<file path="config.mk">
export PLATFORM = sky130hd
export DESIGN_NAME = alu_exec_unit
export DESIGN_NICKNAME = d
export VERILOG_FILES = /design/src/rtl/alu_pkg.sv /design/src/rtl/alu_serial_shifter.sv /design/src/rtl/alu_exec_unit.sv
export SDC_FILE = /design/constraint.sdc
export NUM_CORES = 1
export LEC_CHECK = 0
export CORE_ASPECT_RATIO = 1.4
export CORE_MARGIN = 4
export CORE_UTILIZATION = 25
export CTS_CLUSTER_DIAMETER = 150
export DETAILED_ROUTE_END_ITERATION = 7
export PLACE_DENSITY = 0.4
export SYNTH_ARGS = -nofsm -noshare
export SYNTH_HDL_FRONTEND = slang
export SYNTH_SLANG_ARGS = --single-unit
</file>
<file path="constraint.sdc">
create_clock -name clk -period 4.9 [get_ports clk]
set_input_delay 0.49 -clock clk [delete_from_list [all_inputs] [get_ports clk]]
set_output_delay 0.49 -clock clk [all_outputs]
set_load 0.1 [all_outputs]
</file>
<file path="src/rtl/alu_pkg.sv">
`default_nettype none
// ============================================================================
//  Package   : alu_pkg
//  Purpose   : Shared op encodings, FSM state type and default datapath width
//              for the execute-stage ALU.
//  Revision  : 1.0 - initial release
// ============================================================================
package alu_pkg;

    localparam int ALU_XLEN = 32;

    // funct3-coded operation select
    localparam logic [2:0] OP_ADD  = 3'b000;
    localparam logic [2:0] OP_SLL  = 3'b001;
    localparam logic [2:0] OP_SLT  = 3'b010;
    localparam logic [2:0] OP_SLTU = 3'b011;
    localparam logic [2:0] OP_XOR  = 3'b100;
    localparam logic [2:0] OP_SRL  = 3'b101;
    localparam logic [2:0] OP_OR   = 3'b110;
    localparam logic [2:0] OP_AND  = 3'b111;

    typedef enum logic [1:0] {
        ST_IDLE  = 2'b00,
        ST_SHIFT = 2'b01,
        ST_DONE  = 2'b10
    } state_t;

endpackage
`default_nettype wire

</file>
<file path="src/rtl/alu_serial_shifter.sv">
`default_nettype none
// ============================================================================
//  Module    : alu_serial_shifter
//  Purpose   : Bit-serial shifter. A start pulse loads the operand, amount,
//              direction and fill mode; one bit is shifted per cycle. done is
//              high during the cycle whose edge performs the final shift, with
//              data_out already showing the post-shift value.
//  Revision  : 1.0 - initial release
// ============================================================================
module alu_serial_shifter #(
    parameter int XLEN    = 32,
    parameter int SHAMT_W = 5
) (
    input  logic               clk,
    input  logic               reset,
    input  logic               start,
    input  logic [XLEN-1:0]    data_in,
    input  logic [SHAMT_W-1:0] shamt,
    input  logic               dir_left,
    input  logic               arith,
    output logic               done,
    output logic [XLEN-1:0]    data_out
);

    logic [XLEN-1:0]    r_shreg;
    logic [SHAMT_W-1:0] r_count;
    logic               r_left;
    logic               r_arith;
    logic [XLEN-1:0]    w_shifted;
    logic               w_fill;

    // One-bit step: left fills zero, right fills sign bit only for arithmetic
    always_comb begin
        w_fill    = r_arith & r_shreg[XLEN-1];
        w_shifted = r_left ? {r_shreg[XLEN-2:0], 1'b0}
                           : {w_fill, r_shreg[XLEN-1:1]};
    end

    // Load on start, then shift and count down until the counter empties
    always_ff @(posedge clk) begin
        if (reset) begin
            r_shreg <= '0;
            r_count <= '0;
            r_left  <= 1'b0;
            r_arith <= 1'b0;
        end else if (start) begin
            r_shreg <= data_in;
            r_count <= shamt;
            r_left  <= dir_left;
            r_arith <= arith;
        end else if (r_count != '0) begin
            r_shreg <= w_shifted;
            r_count <= r_count - SHAMT_W'(1);
        end
    end

    assign done     = (r_count == SHAMT_W'(1));
    assign data_out = w_shifted;

endmodule
`default_nettype wire

</file>
<file path="src/rtl/alu_exec_unit.sv">
`default_nettype none
// ============================================================================
//  Module    : alu_exec_unit
//  Purpose   : Execute-stage ALU with valid/ready on both sides. Arithmetic,
//              logic and compare complete in one cycle; shifts run through the
//              bit-serial shifter. Result and zero are held until taken.
//  Revision  : 1.0 - initial release
// ============================================================================
module alu_exec_unit
    import alu_pkg::*;
#(
    parameter int XLEN    = ALU_XLEN,
    parameter int SHAMT_W = $clog2(XLEN)
) (
    input  logic            clk,
    input  logic            reset,
    input  logic            in_valid,
    output logic            in_ready,
    input  logic [2:0]      ALUopr,
    input  logic            SUBorSRA,
    input  logic [XLEN-1:0] opA,
    input  logic [XLEN-1:0] opB,
    output logic            out_valid,
    input  logic            out_ready,
    output logic [XLEN-1:0] result,
    output logic            zero
);

    state_t             r_state;
    state_t             w_state_next;
    logic [XLEN-1:0]    r_result;
    logic               r_zero;
    logic [XLEN-1:0]    w_alu_result;
    logic [SHAMT_W-1:0] w_shamt;
    logic               w_accept;
    logic               w_is_shift;
    logic               w_serial;
    logic               w_sh_done;
    logic [XLEN-1:0]    w_sh_data;

    assign in_ready   = (r_state == ST_IDLE);
    assign out_valid  = (r_state == ST_DONE);
    assign result     = r_result;
    assign zero       = r_zero;
    assign w_accept   = in_valid & in_ready;
    assign w_shamt    = opB[SHAMT_W-1:0];
    assign w_is_shift = (ALUopr == OP_SLL) || (ALUopr == OP_SRL);
    // Only a non-zero shift amount needs the serial path
    assign w_serial   = w_is_shift && (w_shamt != '0);

    // Single-cycle datapath; shift ops pass opA through for the zero-amount case
    always_comb begin
        w_alu_result = opA;
        case (ALUopr)
            OP_ADD:  w_alu_result = SUBorSRA ? (opA - opB) : (opA + opB);
            OP_SLT:  w_alu_result = {{(XLEN-1){1'b0}}, ($signed(opA) < $signed(opB))};
            OP_SLTU: w_alu_result = {{(XLEN-1){1'b0}}, (opA < opB)};
            OP_XOR:  w_alu_result = opA ^ opB;
            OP_OR:   w_alu_result = opA | opB;
            OP_AND:  w_alu_result = opA & opB;
            default: w_alu_result = opA;
        endcase
    end

    alu_serial_shifter #(
        .XLEN    (XLEN),
        .SHAMT_W (SHAMT_W)
    ) u_shifter (
        .clk      (clk),
        .reset    (reset),
        .start    (w_accept & w_serial),
        .data_in  (opA),
        .shamt    (w_shamt),
        .dir_left (ALUopr == OP_SLL),
        .arith    (SUBorSRA),
        .done     (w_sh_done),
        .data_out (w_sh_data)
    );

    // State register
    always_ff @(posedge clk) begin
        if (reset) begin
            r_state <= ST_IDLE;
        end else begin
            r_state <= w_state_next;
        end
    end

    // Next-state: accept only in IDLE, release DONE on the output handshake
    always_comb begin
        w_state_next = r_state;
        case (r_state)
            ST_IDLE: begin
                if (w_accept) begin
                    w_state_next = w_serial ? ST_SHIFT : ST_DONE;
                end
            end
            ST_SHIFT: begin
                if (w_sh_done) begin
                    w_state_next = ST_DONE;
                end
            end
            ST_DONE: begin
                if (out_ready) begin
                    w_state_next = ST_IDLE;
                end
            end
            default: w_state_next = ST_IDLE;
        endcase
    end

    // Result/zero capture: at accept for single-cycle ops, at final shift otherwise
    always_ff @(posedge clk) begin
        if (reset) begin
            r_result <= '0;
            r_zero   <= 1'b0;
        end else if ((r_state == ST_IDLE) && w_accept && !w_serial) begin
            r_result <= w_alu_result;
            r_zero   <= (w_alu_result == '0);
        end else if ((r_state == ST_SHIFT) && w_sh_done) begin
            r_result <= w_sh_data;
            r_zero   <= (w_sh_data == '0);
        end
    end

endmodule
`default_nettype wire

</file>
After elaboration in Yosys (flattened, before gate mapping)
Index checks and enable logic that the tools add are counted.
- input bits: 72
- output and inout bits: 35
- bits in registers: 74
- reduce and logical (&&, ||, !) cells: 15
- equality and inequality tests: 13
- bitwise logic cells: 6
- mux-type cells: 16
- $lt $le $gt $ge: 2
- add/subtract/negate cells: 3
- operator list (kind ; number):
    2-to-1 mux 32 bit ; 6
    case mux 32 bit (6 select lines) ; 1
    zero test 32 bit ; 2
    < comparator 32 bit ; 2
    adder 32 bit ; 1
    bitwise AND 32 bit ; 1
    OR 32 bit ; 1
    subtractor 32 bit ; 1
    XOR 32 bit ; 1
    equality test 3 bit (second input constant) ; 4
    2-to-1 mux 5 bit ; 2
    nonzero test 5 bit ; 2
    2-to-1 mux 2 bit ; 4
    equality test 3 x 2 -> 1 bit (second input constant) ; 2
    case mux 2 bit (3 select lines) ; 1
    equality test 5 x 1 -> 1 bit (second input constant) ; 1
    subtractor 5 x 1 -> 5 bit (second input constant) ; 1
    logical AND 1 bit ; 4
    inequality test 2 x 1 -> 1 bit (second input constant) ; 2
    nonzero test 2 bit ; 2
    bitwise AND 1 bit ; 3
    equality test 3 x 1 -> 1 bit (second input constant) ; 1
    zero test 3 bit ; 1
    AND reduction 3 bit ; 1
    other kinds (7) ; 8

Depth between registers and ports, before layout
- word-level depth: 6
- gate-level depth with buffers: 15

By module
Synthesis repeated with hierarchy kept, for this count alone.
- cell total of the unflattened synthesis: 1390
- area total of the unflattened synthesis: 9723.1 sq um
- modules (own cells, without submodules) (module ; area an instance (sq um) ; times used ; cells each ; seq. area each (sq um)):
    alu_exec_unit ; 7397.1 ; 1 ; 1124 ; 700.7
    alu_serial_shifter ; 2326.0 ; 1 ; 266 ; 780.7

Least setup slack after synthesis
OpenSTA, ideal clock, no wires.
- path type: register to register
- start point: register r_state[0]
- end point: register r_zero (netlist: zero)
- library setup time: 59 ps
- stages on the path, launching flop included: 12
- slack: 1308 ps
- data required time: 4841 ps
- data arrival time: 3534 ps
- path buffers: 0
- clock period less this slack: 3592 ps
- path through: dfxtp_1 -> nor2_1 -> and3_1 -> o21ai_0 -> nor4_1 -> nand4_1 -> nor3b_1 -> nand4_1 -> a2111oi_2 -> nand4b_1 -> nor4b_2 -> a31o_1
- word-level cells in the longest chain between the ends: 5
- RTL lines (element ; line ; source):
    from (decl) ; alu_exec_unit.sv:29 ; state_t r_state;
    from (signal assigned) ; alu_exec_unit.sv:85 ; r_state <= w_state_next;
    zero test 2 bit (*) ; alu_exec_unit.sv:41 ; assign in_ready = (r_state == ST_IDLE);
    via in_ready ; alu_exec_unit.sv:18 ; output logic in_ready,
    bitwise AND 1 bit ; alu_exec_unit.sv:45 ; assign w_accept = in_valid & in_ready;
    logical AND 1 bit (*) (2 in a row) ; alu_exec_unit.sv:117 ; end else if ((r_state == ST_IDLE) && w_accept && !w_serial) begin
    2-to-1 mux 1 bit or nonzero test 2 bit (tied branches) ; - ;
    to (signal assigned) ; alu_exec_unit.sv:119 ; r_zero <= (w_alu_result == '0);
    to (signal assigned) ; alu_exec_unit.sv:122 ; r_zero <= (w_sh_data == '0);
    to (decl) ; alu_exec_unit.sv:32 ; logic r_zero;
The timed path passes the listed nets; every way through them passes the cells marked *.
A chain may end at the register's enable or synchronous reset.

Worst setup path in the final report
- start point: input opA[2]
- end point: register r_zero (netlist: zero)
- word-level cells in the longest chain between the ends: 5
- RTL lines (element ; line ; source):
    from (decl) ; alu_exec_unit.sv:21 ; input logic [XLEN-1:0] opA,
    adder 32 bit or subtractor 32 bit (tied branches) ; alu_exec_unit.sv:55 ; OP_ADD: w_alu_result = SUBorSRA ? (opA - opB) : (opA + opB);
    2-to-1 mux 32 bit ; alu_exec_unit.sv:55 ;
    case mux 32 bit (6 select lines) (*) ; alu_exec_unit.sv:54 ; case (ALUopr)
    zero test 32 bit (*) ; alu_exec_unit.sv:119 ;
    2-to-1 mux 1 bit (*) ; alu_exec_unit.sv:117 ;
Mark *: on every way between the ends. The rest lies on a longest branch, timed or not.

==> impl_metrics.py <==
metrics = {
    "clock_network": {
        "root_buffer": "clkbuf_16",
        "cts_buffers": 9,
        "cts_tree": "done",
        "clk_path_buf_depth": 2,
        "clk_pin_slew_ps": 60,
        "cts_hold_buffers": 0,
        "cts_sinks": 74,
        "cts.repair.resized": 0,
        "insertion_delay_ps": 350,
        "post_cts_buffers": 0,
        "htreeDepth": 3,
    },
    "global_routing": {
        "grt_pass1_vias": 10500,
        "gr-usage-all-layers_pct": 20.6,
        "grt-ovfl-total": 0,
        "grt_antenna_before_repair": 0,
        "grt_max_degree": 78,
        "grt_first_pass_wirelength_mm": 66.9,
    },
    "pwr": {
        "cellLeakagePower_nw": 4.55,
        "powerDensity_nw_per_um2": 327,
        "ir_worst_vdd_uv": 258,
    },
    "finish": {
        "multi_input_area_um2": 7260,
        "stdcell_count": 1960,
        "n_antenna_cell": 0,
        "drive_above_1_share_pct": 8.07,
        "num-nets-final": 1656,
        "area_growth_pct": 20.3,
        "n_fill_cell": 4159,
        "regArea_um2": 1480,
        "fin_util_pct": 30.6,
    },
    "worst_setup_path": {
        "cp_max_fo": 8,
        "r2r_cells": 12,
        "reg2reg_slack_ps": 1960,
        "worstPathArrival_ps": 4880,
        "critPathRequiredTime_ps": 5190,
        "r2r_start": "r_state[0]$_SDFFE_PP0P_",
        "critical_path_class": "primary input to flip-flop",
        "reg2reg_to": "zero$_SDFFE_PP0P_",
        "end_kind": "flip-flop",
        "start_kind": "primary input",
    },
    "logic_synthesis": {
        "synth_mux_area_share_pct": 4.19,
        "synth-simple-area-share_pct": 22.2,
        "synth_top_flop_cell": "dfxtp_1",
        "synth-xor-area-share_pct": 1.83,
        "synth_edf_count": 0,
        "synth_area_um2": 9590,
        "seq_area_frac_synth_pct": 15.4,
        "synth.avg_cell_area_um2": 6.83,
        "synth_top_area_share_pct": 15.4,
        "ys_seq_elements": 74,
        "synthDistinctLibCells": 88,
        "yosys.area.top_type": "dfxtp_1",
        "async_flop_share_pct": 0,
        "synth_top_family_by_area": "compound AO/OA/AOI/OAI gates",
        "synth_compound_area_share_pct": 33.9,
        "ys_warn_count": 0,
        "synth_fp_nets": 1578,
        "yosys-top-cells-area": "dfxtp_1, ha_1, a21oi_1",
        "syn_inst": 1405,
        "synth_adder_area_share_pct": 13.3,
    },
    "place": {
        "dp_cells": 1945,
        "place.gp.congestion": 0.901,
        "dp_hpwl_mm": 34.8,
        "io_buffers": 106,
        "place_ws_ps": -9.67,
    },
    "worst_hold_path": {
        "hold_depth": 2,
        "min_delay_worst_endpoint": "u_shifter.r_arith$_SDFFE_PP0P_",
        "hp-class": "flip-flop to flip-flop",
        "hold_start": "u_shifter.r_arith$_SDFFE_PP0P_",
    },
    "timing": {
        "max_freq_mhz": 218,
        "max_slew_margin_pct": 21.4,
        "min_period_over_period_pct": 93.5,
        "fin_crit_ps": 4580,
        "tightest_slew_ps": 1180,
        "slew_violations": 0,
        "setup_viol": 0,
        "finClkSkew_ps": 5.58,
        "rsz0062_at_grt": "false",
        "hold_viol_final": 0,
        "setup_ws_ps": 316,
    },
    "job": {
        "drv_cap": 0,
    },
    "floorplanning": {
        "fp-row-count": 84,
        "initial_utilization_pct": 25.4,
        "fp.dieW_um": 174,
        "die_y_um": 240,
        "io_pins": 107,
        "dieArea_um2": 41600,
        "coreArea_um2": 37700,
    },
    "routing": {
        "first_pass_iters": 5,
        "post_drt_wl_per_cell_um": 22.5,
        "viasPerCell": 5.46,
        "drc_errors": 0,
        "wl_mm": 44.0,
        "vias": 10700,
        "final_antenna_net_count": 0,
        "drt_first_iter_violations": 860,
    },
    "outcome": {
        "status": "finished clean",
    },
}
==> final cells by class <==
| cell class | instances | share of cell area [%] |
|---|---|---|
| multi-input cells | 1131 | 62.9 |
| repair buffers | 170 | 13.4 |
| flip-flops and latches | 74 | 12.9 |
| well taps | 473 | 5.13 |
| inverters | 97 | 3.16 |
| clock buffers | 14 | 2.46 |
| clock inverters | 1 | 0.0651 |
==> where the power goes <==
| part | leakage [nW] | total (W) | internal (W) | switching [W] |
|---|---|---|---|---|
| clock | 0.141 | 0.000659 | 0.000396 | 0.000263 |
| combinational | 3.80 | 0.00220 | 0.000794 | 0.00141 |
| sequential | 0.608 | 0.000912 | 0.000769 | 0.000143 |
| total | 4.55 | 0.00377 | 0.00196 | 0.00182 |
==> stage by stage <==
stage / total power, W / TNS [ps] / hold slack [ps] / area, µm²
final: 0.00377 / 0 / 516 / 11500
after floorplan: 0.00245 / 0 / 461 / 9590
after global placement: 0.00312 / 0 / 505 / 11200
after CTS: 0.00379 / 0 / 525 / 11500
after global routing: 0.00407 / 0 / 549 / 11500
after detailed placement: 0.00310 / -9.67 / 509 / 11200
==> worst max-delay path by stage <==
stage                                  from                end  slack [ps]  depth (start not counted)
detailed placement                   opA[2]  zero$_SDFFE_PP0P_         -10                         15
CTS                                  opA[2]  zero$_SDFFE_PP0P_         360                         15
global placement                     opA[2]  zero$_SDFFE_PP0P_          20                         15
finish                               opA[2]  zero$_SDFFE_PP0P_         320                         15
global route                         opA[2]  zero$_SDFFE_PP0P_          80                         15
floorplan           r_state[0]$_SDFFE_PP0P_  zero$_SDFFE_PP0P_        1310                         11
==> layout by cell type (no fill, tap or decap), types with 16 or more instances in the layout <==
cell               n
a211oi_1          61
a21oi_1          182
buf_4             62
clkdlybuf4s50_1  102
dfxtp_1           73
ha_1              99
inv_1             92
mux2i_1           39
nand2_1          114
nand3_1           22
nand4_1           18
nor2_1           192
nor2b_1           19
nor3_1            29
o211ai_1          25
o21ai_0           83
xnor2_1           16
==> flip-flops by register name (all words and copies together), names as in the netlist <==
register	cells
result	32
r_state	2
zero	1
u_shifter.r_arith	1
u_shifter.r_count	5
u_shifter.r_shreg	32
u_shifter.r_left	1
==> cells in the mapped netlist (all sizes together), types with 31 or more instances <==
cell    count
nor2      194
a21oi     186
nand2     115
ha         99
o21ai      97
inv        95
dfxtp      74
clkbuf     72
a211oi     61
mux2i      39
nor3       32
buf        31
==> logic make-up after synthesis <==
| group | Yosys count |
|---|---|
| buf+inv | 200 |
| mux | 40 |
| xor+xnor | 20 |
| simple gates | 464 |
| fa+ha+maj | 101 |
| flops | 74 |
| compound gates | 506 |
==> worst max-delay path, cell delays in order <==
cell and delay, ps:
clkdlybuf4s50_1 580, inv_1 70, ha_1 470, nor3_1 150, o311ai_2 460, a31oi_4 200
o311ai_1 420, nand3_1 310, a311oi_1 450, mux2i_1 120, a211oi_1 360, o21a_1 230
nand4b_1 140, nor4b_2 250, a31o_1 170
==> routing by layer <==
metal	share of wire [%]	vias to the layer above	track usage, %
met4	2.8	0	6.41
met3	4.1	55	1.89
li1	-	5215	-
met5	0	-	0
met1	45	5113	27.4
met2	48	319	35.4
(Power assumes the default switching activity.)
==> variant 1: new RTL, same flow settings <==
The 3 states of `state_t` get a one-hot encoding in 3 bits.
--- a/src/rtl/alu_pkg.sv
+++ b/src/rtl/alu_pkg.sv
@@ -20,8 +20,8 @@
     localparam logic [2:0] OP_AND  = 3'b111;
 
-    typedef enum logic [1:0] {
-        ST_IDLE  = 2'b00,
-        ST_SHIFT = 2'b01,
-        ST_DONE  = 2'b10
+    typedef enum logic [2:0] {
+        ST_IDLE  = 3'b001,
+        ST_SHIFT = 3'b010,
+        ST_DONE  = 3'b100
     } state_t;
 
Check against the original RTL: same outputs for any inputs over 10 cycles, from zero or initial values and one cycle with reset high; not proved beyond that.
==> variant 1 against the unedited design <==
Worst setup slack improved by 130 ps. Global-route usage about the same. Synthesized area grew 2.2%. Wire length grew 2.7%. Final area up 2.8%. Clock skew increased by 6.5 ps. Power down 3.4%. First-iteration DRC count fell by 3.6%. Sequential power down 7.6%. Sequential cell count increased by 1. Sequential share of layout area fell by 0.18 points.
==> variant 1: results (changes against the unedited design) <==
clkbuf count=11 (-3); met3 routed WL=2110 um (+17%); met2 usage=0.353 (-0.00139); Met1 Routed Length=19700 um (-1.1%); Data buffer area share=0.133 (-0.00136); post-place instance area=11500 sq um (+2.4%); Post-synth top cells=nor2_1 (201), a21oi_1 (192), nand2_1 (131), inv_1 (101), ha_1 (99); Final Util=0.307 (+0.00150); Synth Area in XOR/XNOR=0.0116 (-0.00665); multi-input gates=1174 (+3.8%); Inverters=104 (+7.2%); Total GRT Usage=0.206 (+0.000247); R2R Path Start=u_shifter.r_left; Worst path max stage delay=550 ps (-30 ps); clock sink count=75 (+1.4%); Net Sw Power=1.68 mW (-7.3%); ClkCell Share=0.0295 (+0.00427); Worst VDD drop=285 uV (+10%); Netlist Area Pre-Place=9800 sq um (+2.2%); Static Leak=4.67 nW (+2.8%); Worst EP arrival=4700 ps (-180 ps); post-DP HPWL=35700 um (+2.4%); syn nets=1631 (+3.4%); Layout fillers=4266 (+2.6%); Worst Skew=12.1 ps (+6.54 ps); final std cells w/o fill=2066 (+5.4%); Synth Area in Compound Gates=0.336 (-0.00392); post-synthesis cell type count=79 (-10%); setup ws final=445 ps (+129 ps); status=finished clean; Iter 0 DRT Violations=829 (-3.6%); CP startpoint=opB[4]; multi-input gate share of total cell area=0.623 (-0.00618); vias per inst=5.40 (-1.0%); vias in the first global route=10.9k (+3.9%); Routed WL=45200 um (+2.7%); met1 Track Usage GR=0.265 (-0.00875); grt met3 use=0.0245 (+0.00556); Final nets=1713 (+3.4%); mux contribution to synthesized area=0.0368 (-0.00512)
[variant 1: cell count changes in the layout (fill, tap and decap cells not counted), sizes merged, moves of 8 or more]
cell    delta
nand2     +16
o21ai      -9
inv        +8
o311ai     -8
nor2       +8
a31oi      +8
[variant 1: power groups by stage]
| stage | sequential, mW | combinational [mW] | clock [mW] |
|---|---|---|---|
| after global routing | 0.858 | 2.20 | 0.847 |
| after CTS | 0.843 | 2.00 | 0.827 |
| final | 0.843 | 2.00 | 0.805 |
| after global placement | 0.858 | 1.99 | 0 |
| after detailed placement | 0.856 | 1.99 | 0 |
| after floorplan | 0.952 | 1.27 | 0 |
[variant 1: worst paths after layout]
path	to	slack [ps]	cells past startpoint
setup / recovery	zero	440	14
hold / removal	u_shifter.r_arith	540	2
setup reg to reg	zero	1280	8
hold reg to reg	u_shifter.r_arith	540	2
==> variant 2: new RTL, config.mk and constraints unchanged <==
Made on the original files. Change the package constant `ALU_XLEN` from 32 to 64.
--- a/src/rtl/alu_pkg.sv
+++ b/src/rtl/alu_pkg.sv
@@ -8,5 +8,5 @@
 package alu_pkg;
 
-    localparam int ALU_XLEN = 32;
+    localparam int ALU_XLEN = 64;
 
     // funct3-coded operation select
Interface: changed (resized opA, opB and result); port bits go from 107 to 203. The function was not compared with the original's and may differ.
==> variant 2 against the unedited design <==
Final area rose to 2.6 times the old value. Sequential power up 96%. Register-to-register slack worse by 550 ps. Critical endpoint unchanged. Largest power group unchanged. Worst setup slack worse by 250 ps. Synthesized area up 100%. Power up 130%. Sequential cell count up 65. Cell count up 150%. Global-route usage up 12 points. Wire length rose to 3.1 times the old value.
==> variant 2: results (changes against the unedited design) <==
post-place instance area=28600 sq um (+150%); Post-synth top cells=a21oi_1 (414), nor2_1 (401), nand2_1 (220), inv_1 (199), ha_1 (194); Seq/Total Area, Yosys=0.143 (-0.0111); top-count cell post-synth=a21oi_1; switching share of power=0.492 (+0.0112); post-synthesis cell type count=92 (+4.5%); Routed WL=138000 um (+210%); H-tree levels=4 (+1); Cells after Synth=2923 (+110%); Static Leak=13.4 nW (+190%); first-pass GRT wire length=192000 um (+190%); worst slack, placed=-1590 ps (-1580 ps); Hold EP=u_shifter.r_count[2]; post-DP HPWL=115000 um (+230%); R2R Path Start=u_shifter.r_left; 1st-pass router iterations=6 (+1); number of buffers created by CTS=17 (+8); largest net degree at the start of global routing=90 (+15%); CP Max Fanout=5 (-3); status=finished clean; hold_sp=opB[2]; synth top area cells=dfxtp_1 (14%), ha_1 (13%), a21oi_1 (11%); initial antenna violation count=2 (+2); setup ws final=66.8 ps (-250 ps); Worst VDD drop=315 uV (+22%); Synth Area in Compound Gates=0.358 (+0.0186); Clk Latency, worst-skew pair=450 ps (+100 ps); via count=26.8k (+150%); share of post-route cells with drive strength above 1=0.298 (+0.217); Worst Skew=9.57 ps (+3.99 ps); Adder-Cell Fraction of Synth Area=0.127 (-0.00625); hold path cells=3 (+1)
-- variant 2: cell count changes after synthesis, sizes merged, moves of 65 or more --
| cell | before | now |
|---|---|---|
| ha | 99 | 194 |
| o21ai | 97 | 196 |
| a21oi | 186 | 416 |
| a211oi | 61 | 128 |
| nand2 | 115 | 220 |
| dfxtp | 74 | 139 |
| clkbuf | 72 | 155 |
| nor2 | 194 | 401 |
| inv | 95 | 208 |
-- variant 2: layer usage --
layer | vias up | GRT usage | wire [um]
li1 | 12446 | - | -
met1 | 12902 | 0.336 | 49500
met2 | 1010 | 0.576 | 67200
met3 | 393 | 0.0307 | 5200
met4 | 0 | 0.294 | 16600
met5 | - | 0 | 0
-- variant 2: cell type report --
cell class              count  area, sq um
flip-flops and latches    139         2790
diodes                      1         2.50
inverters                 208          781
repair buffers           1106         8990
clock inverters            13          168
clock buffers              19          433
well taps                1037         1300
fillers                  8289        46200
multi-input cells        2367        16100
-- variant 2: power by group through the flow --
stage / combinational [mW] / clock (mW) / sequential [mW]
global placement: 5.33 / 0 / 1.80
global route: 6.00 / 1.44 / 1.83
floorplan: 2.67 / 0 / 2.00
detailed placement: 5.33 / 0 / 1.80
finish: 5.60 / 1.37 / 1.79
CTS: 5.45 / 1.38 / 1.78
-- variant 2: worst max-delay path by stage --
stage                     startpoint  endpoint  cells past startpoint
after global routing         opB[14]      zero                     20
after CTS                    opB[16]      zero                     21
after detailed placement     opB[12]      zero                     21
after floorplan               opA[0]      zero                     16
final                         opB[9]      zero                     19
after global placement        opB[3]      zero                     18
-- variant 2: tightest hold or removal path, cell delays in order --
cell            delay, ps
dlymetal6s2s_1        150
a21oi_1                90
nor2_1                 90
-- variant 2: timing repair --
action,4_1_cts,5_1_grt
setup endpoints to repair,8,2
setup buffers,8,18
pin swaps,30,53
gates resized for setup,119,134
